<file path="src/rtl/dpwm_duty_sched.sv">
// DPWM duty scheduler: shadows strobed duty words and commits them only at period boundaries.
// Latency: commit at the next counter wrap while running, or on the next edge while stopped; ack follows for one cycle.
// Backpressure: none; strobes arriving while an update is pending overwrite the shadow, last write wins.
module dpwm_duty_sched #(
    parameter int WIDTH  = 8,
    parameter int PERIOD = 255,
    parameter int DMIN   = 0,
    parameter int DMAX   = 255
) (
    input  logic             clkm,
    input  logic             reset,
    input  logic             enable,
    input  logic             dato,
    input  logic [WIDTH-1:0] duty_in,
    output logic             pwm,
    output logic [WIDTH-1:0] cnt,
    output logic             busy,
    output logic             ack
);

    localparam logic [WIDTH-1:0] PERIOD_W = WIDTH'(PERIOD);
    localparam logic [WIDTH-1:0] DMIN_W   = WIDTH'(DMIN);
    localparam logic [WIDTH-1:0] DMAX_W   = WIDTH'(DMAX);

    localparam logic [1:0] ST_IDLE = 2'd0;
    localparam logic [1:0] ST_PEND = 2'd1;
    localparam logic [1:0] ST_ACK  = 2'd2;

    logic             run;
    logic [1:0]       state;
    logic [1:0]       state_nxt;
    logic [WIDTH-1:0] shadow;
    logic [WIDTH-1:0] shadow_nxt;
    logic [WIDTH-1:0] duty_act;
    logic [WIDTH-1:0] duty_nxt;
    logic             wrap;
    logic             evt;

    function automatic logic [WIDTH-1:0] clamp(input logic [WIDTH-1:0] x);
        if (x < DMIN_W)
            return DMIN_W;
        else if (x > DMAX_W)
            return DMAX_W;
        else
            return x;
    endfunction

    assign wrap = run && (cnt == PERIOD_W);
    // A stopped counter has no period to protect, so any edge is a legal commit point.
    assign evt  = run ? wrap : 1'b1;

    assign pwm  = run && (cnt < duty_act);
    assign busy = (state != ST_IDLE);
    assign ack  = (state == ST_ACK);

    always_comb begin
        state_nxt  = state;
        shadow_nxt = shadow;
        duty_nxt   = duty_act;
        case (state)
            ST_IDLE: begin
                if (dato) begin
                    shadow_nxt = duty_in;
                    state_nxt  = ST_PEND;
                end
            end
            ST_PEND: begin
                if (evt) begin
                    state_nxt = ST_ACK;
                    if (dato) begin
                        shadow_nxt = duty_in;
                        duty_nxt   = clamp(duty_in);
                    end else begin
                        duty_nxt   = clamp(shadow);
                    end
                end else if (dato) begin
                    shadow_nxt = duty_in;
                end
            end
            ST_ACK: begin
                if (dato) begin
                    shadow_nxt = duty_in;
                    state_nxt  = ST_PEND;
                end else begin
                    state_nxt  = ST_IDLE;
                end
            end
            default: state_nxt = ST_IDLE;
        endcase
    end

    always_ff @(posedge clkm or posedge reset) begin
        if (reset) begin
            run      <= 1'b0;
            cnt      <= '0;
            state    <= ST_IDLE;
            shadow   <= '0;
            duty_act <= DMIN_W;
        end else begin
            run      <= enable;
            cnt      <= run ? (wrap ? '0 : cnt + WIDTH'(1)) : '0;
            state    <= state_nxt;
            shadow   <= shadow_nxt;
            duty_act <= duty_nxt;
        end
    end

endmodule

</file>
<file path="config.mk">
export PLATFORM = sky130hd
export DESIGN_NAME = dpwm_duty_sched
export DESIGN_NICKNAME = d
export VERILOG_FILES = /design/src/rtl/dpwm_duty_sched.sv
export SDC_FILE = /design/constraint.sdc
export NUM_CORES = 1
export LEC_CHECK = 0
export BUFFER_PORTS_ARGS = -buffer_cell sky130_fd_sc_hd__buf_2
export CAP_MARGIN = 20
export CORE_MARGIN = 2
export CORE_UTILIZATION = 55
export DETAILED_ROUTE_END_ITERATION = 7
export HOLD_SLACK_MARGIN = 0.08
export PLACE_DENSITY_LB_ADDON = 0.12
export REMOVE_ABC_BUFFERS = 1
export SYNTH_ARGS = -nofsm -noshare
export SYNTH_HDL_FRONTEND = slang
export SYNTH_SLANG_ARGS = --single-unit
</file>
<file path="constraint.sdc">
create_clock -name clkm -period 2.4 [get_ports clkm]
set_input_delay 0.36 -clock clkm [delete_from_list [all_inputs] [get_ports clkm]]
set_output_delay 0.36 -clock clkm [all_outputs]
set_load 0.05 [all_outputs]
</file>
Word level (Yosys, flattened, before mapping) --
Index checks and enable logic that the tools add are counted.
Storage, ports and cells: output and inout bits 11, register bits after elaboration 27, latch bits 0, memories kept 0, bits of input ports 12, RAM bits 0, word-level logic and storage cells 36, memory bits (read-only) 0
Cells by class: multiply operators 0, equality and inequality tests 5, add/subtract/negate cells 1, order comparisons 5, bitwise gates (word level) 0, mux-type cells 12, shifts and indexed selects 0, reduce and logical (&&, ||, !) cells 8, div/mod/pow operators 0
Operator list (number):
- $mux W8 | 7
- $gt A8 B8 Y1 const B | 2
- $lt A8 B1 Y1 const B | 2
- $add A8 B1 Y8 const B | 1
- $eq A8 B8 Y1 const B | 1
- $lt A8 B8 Y1 | 1
- $pmux W2 S3 | 1
- $reduce_and A2 Y1 | 3
- $mux W2 | 2
- $ne A2 B2 Y1 const B | 2
- $reduce_or A3 Y1 | 1
- $eq A2 B1 Y1 const B | 1
- $eq A2 B2 Y1 const B | 1
- $logic_and A1 B1 Y1 | 2
- $logic_not A2 Y1 | 1
- $mux W1 | 2
- $reduce_bool A2 Y1 | 1

Depth between registers and ports, before layout --
word-level depth 5, gate-level depth with buffers 6, mapped depth without buffers 6

Worst setup path after synthesis --
Ideal clock, no wire load.
path kind flip-flop to output port, start point register cnt[1], end point output port pwm, stages on the path, launching flop included 6, path buffers 0, arrival 2.027 ns, slack 0.013 ns, data required time 2.040 ns, cells stage by stage dfrtp_1 -> ha_1 -> o211ai_2 -> a21oi_1 -> a2111oi_1 -> o2111a_1
Between the ends: word-level cells in the longest chain between the ends 2
Ends and longest elaborated chain:
- start: declaration | RTL line 16 | output logic [WIDTH-1:0] cnt,
- start signal: assignment | RTL line 101 | cnt <= run ? (wrap ? '0 : cnt + WIDTH'(1)) : '0;
- $lt A8 B8 Y1 | RTL line 52 | assign pwm = run && (cnt < duty_act);
- $logic_and A1 B1 Y1 | RTL line 52
- end: declaration | RTL line 15 | output logic pwm,
Every way passes these cells.

Final worst setup path --
start point register duty_act[1], end point output port pwm
Between the ends: word-level cells in the longest chain between the ends 2
Ends and longest elaborated chain:
- start: declaration | RTL line 34 | logic [WIDTH-1:0] duty_act;
- start signal: assignment | RTL line 104 | duty_act <= duty_nxt;
- $lt A8 B8 Y1 | RTL line 52
- $logic_and A1 B1 Y1 | RTL line 52
Every way passes these cells.

==> flow_summary_export.csv <==
group,metric,value,unit
layout,area_growth,18.4,%
cts,cts_buffer_depth,2,
cts,clk_pin_slew,0.15,ns
layout,antenna_cells,0,
grt,track_usage,19.5,%
min_path,hp-class,"input pin to flop",
sta,tns,0,ns
layout,fin_area,0.00171,sq mm
layout,stdcell_count,184,
yosys,synth_cells,124,
sta,report.final.slew_viol_count,0,
setup_path,required,2.04,ns
placement,post-dp-hpwl,1860,um
die,die-area,0.00305,sq mm
placement,routabilityCongestion,0.767,
sta,fin_crit_sh,95.9,%
power,p_switching,0.395,mW
layout,fillers,190,
yosys,synthesis.area,0.00144,sq mm
routing,first_iter_violations,25,
cts,cts_tree,"done",
sta,skew,0.00559,ns
setup_path,cp_slowest_cell,"dfrtp_1",
yosys,async_reset_ff_share,100,%
die,initial_core_util,58.3,%
sta,fmax,435,MHz
cts,cts_root_buffer,"clkbuf_4",
routing,routed_wl,2820,um
setup_path,timing.rr.start,"cnt[1]$_DFF_PP0_",
layout,final_common_cell,"dfrtp_1",
layout,fin_util,69.0,%
cts,htree_levels,1,
power,vdd_ir_drop_max,0.396,mV
run,cap_viol_max_count,0,
setup_path,path_max_fanout,2,
routing,drc,0,
yosys,syn_avg_cell_area,11.6,sq um
yosys,ys_seq_area_share,46.8,%
layout,final_cell_mix,"dfrtp_1 (26), buf_2 (21), inv_1 (10)",
grt,antenna_found_initial,0,
setup_path,r2r_slack,0.52,ns
yosys,synth_top_area_share,46.8,%
routing,vias,1030,
sta,setup_viol,0,
placement,port_buffers,22,
cts,clk_latency,0.34,ns
power,p_leak,0.865,nW
grt,grt_start_max_net_pins,28,
setup_path,rr_endpoint,"duty_act[0]$_DFFE_PP0P_",
sta,hold_slack,0.113,ns
sta,hold_viol,0,
cts,numCtsBuffers,3,
die,coreArea,0.00248,sq mm
yosys,synth_seq_cells,27,
yosys,synth_ff_type,"dfrtp_1",
setup_path,crit_chain,"inv_2, ha_4, o211ai_2, a21oi_2, a2111oi_4, o2111a_1, buf_6",
grt,grt_pass1_vias,1004,
die,io_pins,23,
power,internal_power,0.765,mW
setup_path,r2r_cells,6,
sta,slew_headroom,66.6,%
power,seqPwrFrac,50.5,%
setup_path,worstSetupEndpoint,"pwm",
grt,gr-total-overflow,0,
power,pwr-share-comb,31.8,%
sta,fin_crit,2.30,ns
setup_path,start_kind,"flop",
placement,placed_cells,175,
setup_path,max_stage_delay,0.41,ns
routing,avgViaCountPerCell,5.60,
die,chipWidth,55.2,um
routing,wl_per_cell,15.3,um
power,pwr-share-clk,17.7,%
power,p_sw_share,34.0,%
setup_path,crit_path_end_kind,"output pin",
routing,first_pass_iters,4,
setup_path,arrival,1.94,ns
routing,ant_nets,0,
yosys,yosys_warnings,0,
die,die_y,55.2,um
yosys,ys_types,31,
die,rows,18,
setup_path,critPathLaunch,"duty_act[1]$_DFFE_PP0P_",
yosys,ys_top_cells_by_area,"dfrtp_1 (47%), mux2_4 (8.3%), ha_1 (6.9%), mux2i_1 (6.2%), a21oi_2 (4.9%)",
setup_path,worst-setup-path-type,"flop to output pin",
layout,drive_above_1_share,38.3,%
cts,clock_sinks,27,
power,power_density,679,mW/mm^2
placement,placed_area,0.00158,sq mm
run_status,status,"finished, final reports clean",
yosys,yosysTopAreaCell,"dfrtp_1",
layout,nets,175,
yosys,synth_edf_count,0,
grt,grt_first_pass_wirelength,4640,um
sta,rsz0062_at_grt,"no",
sta,tightest_slew,0.501,ns
## power groups by stage
stage | clock network [mW] | logic [mW] | registers [mW]
after floorplan | 0 | 0.230 | 0.595
after global placement | 0 | 0.304 | 0.589
after detailed placement | 0 | 0.315 | 0.594
after CTS | 0.208 | 0.329 | 0.582
after global routing | 0.227 | 0.411 | 0.595
final | 0.205 | 0.369 | 0.586
## flip-flops by register name, summed over array words and instances, names as in the netlist
register and cells:
cnt 8, run 1, shadow 8, duty_act 8
state 2
## layer usage
layer  up-vias  share of wire (%)  track usage [%]
li1        491                  -                -
met1       509                 45             27.0
met2        25                 50             31.1
met3         5                3.2             2.11
met4         0                1.7             8.36
met5         -                  0                0
## kinds of logic (layout without fill, tap and decap cells)
group / Yosys count / count (layout) / share of synthesized area, %
AO/OA/AOI/OAI: 29 / 29 / 15.0
flip-flops: 27 / 27 / 46.8
AND/OR/NAND/NOR: 23 / 23 / 8.41
multiplexers: 17 / 17 / 14.6
buffers and inverters: 16 / 46 / 5.89
adder cells (fa/ha/maj): 8 / 8 / 6.93
XOR/XNOR: 4 / 4 / 2.43
## through the flow
step	total power, mW	setup slack (ns)
finish	1.16	0.0986
global route	1.23	0.0183
CTS	1.12	0.0954
detailed placement	0.909	0.269
global placement	0.893	0.300
floorplan	0.825	0.0126
## layout make-up
| class | instances | area [sq um] | share of cell area [%] |
|---|---|---|---|
| clock buffers | 4 | 26.3 | 1.54 |
| inverters | 12 | 47.5 | 2.78 |
| flip-flops and latches | 27 | 677 | 39.6 |
| well taps | 30 | 37.5 | 2.20 |
| multi-input cells | 81 | 742 | 43.4 |
| repair buffers | 30 | 179 | 10.5 |
## cell usage after synthesis (2+ instances only)
cell,number
dfrtp_1,27
inv_1,11
a21oi_1,9
mux2i_1,9
a21oi_2,8
ha_1,8
mux2_4,8
nand3_1,6
and2_1,5
nor2_1,4
and3_1,2
buf_4,2
buf_6,2
nand2_1,2
nor2b_1,2
o21ai_0,2
xnor2_1,2
xor2_1,2
## worst min path at each step
stage	startpoint	to	slack [ns]	depth (start not counted)
after floorplan	enable	run$_DFF_PP0_	0.39	0
after global placement	reset	run$_DFF_PP0_	0.43	3
after detailed placement	reset	cnt[7]$_DFF_PP0_	0.44	3
after CTS	enable	run$_DFF_PP0_	0.11	1
after global routing	enable	run$_DFF_PP0_	0.10	1
final	enable	run$_DFF_PP0_	0.11	1
## what timing repair did
action                     4_1_cts  5_1_grt
hold buffers                     1        0
gates resized for setup          4        6
buffers inserted                 3        1
setup endpoints to repair        1        1
hold endpoints to repair        27        0
pin swaps                        2        3
## critical path: cells and delay by family, from the launching register on
kind,cells,cell delay [ns]
flops,1,0.41
buf+inv,2,0.24
compound gates,4,0.75
fa+ha+maj,1,0.19
Note: power is estimated with default switching activity, not from simulation.
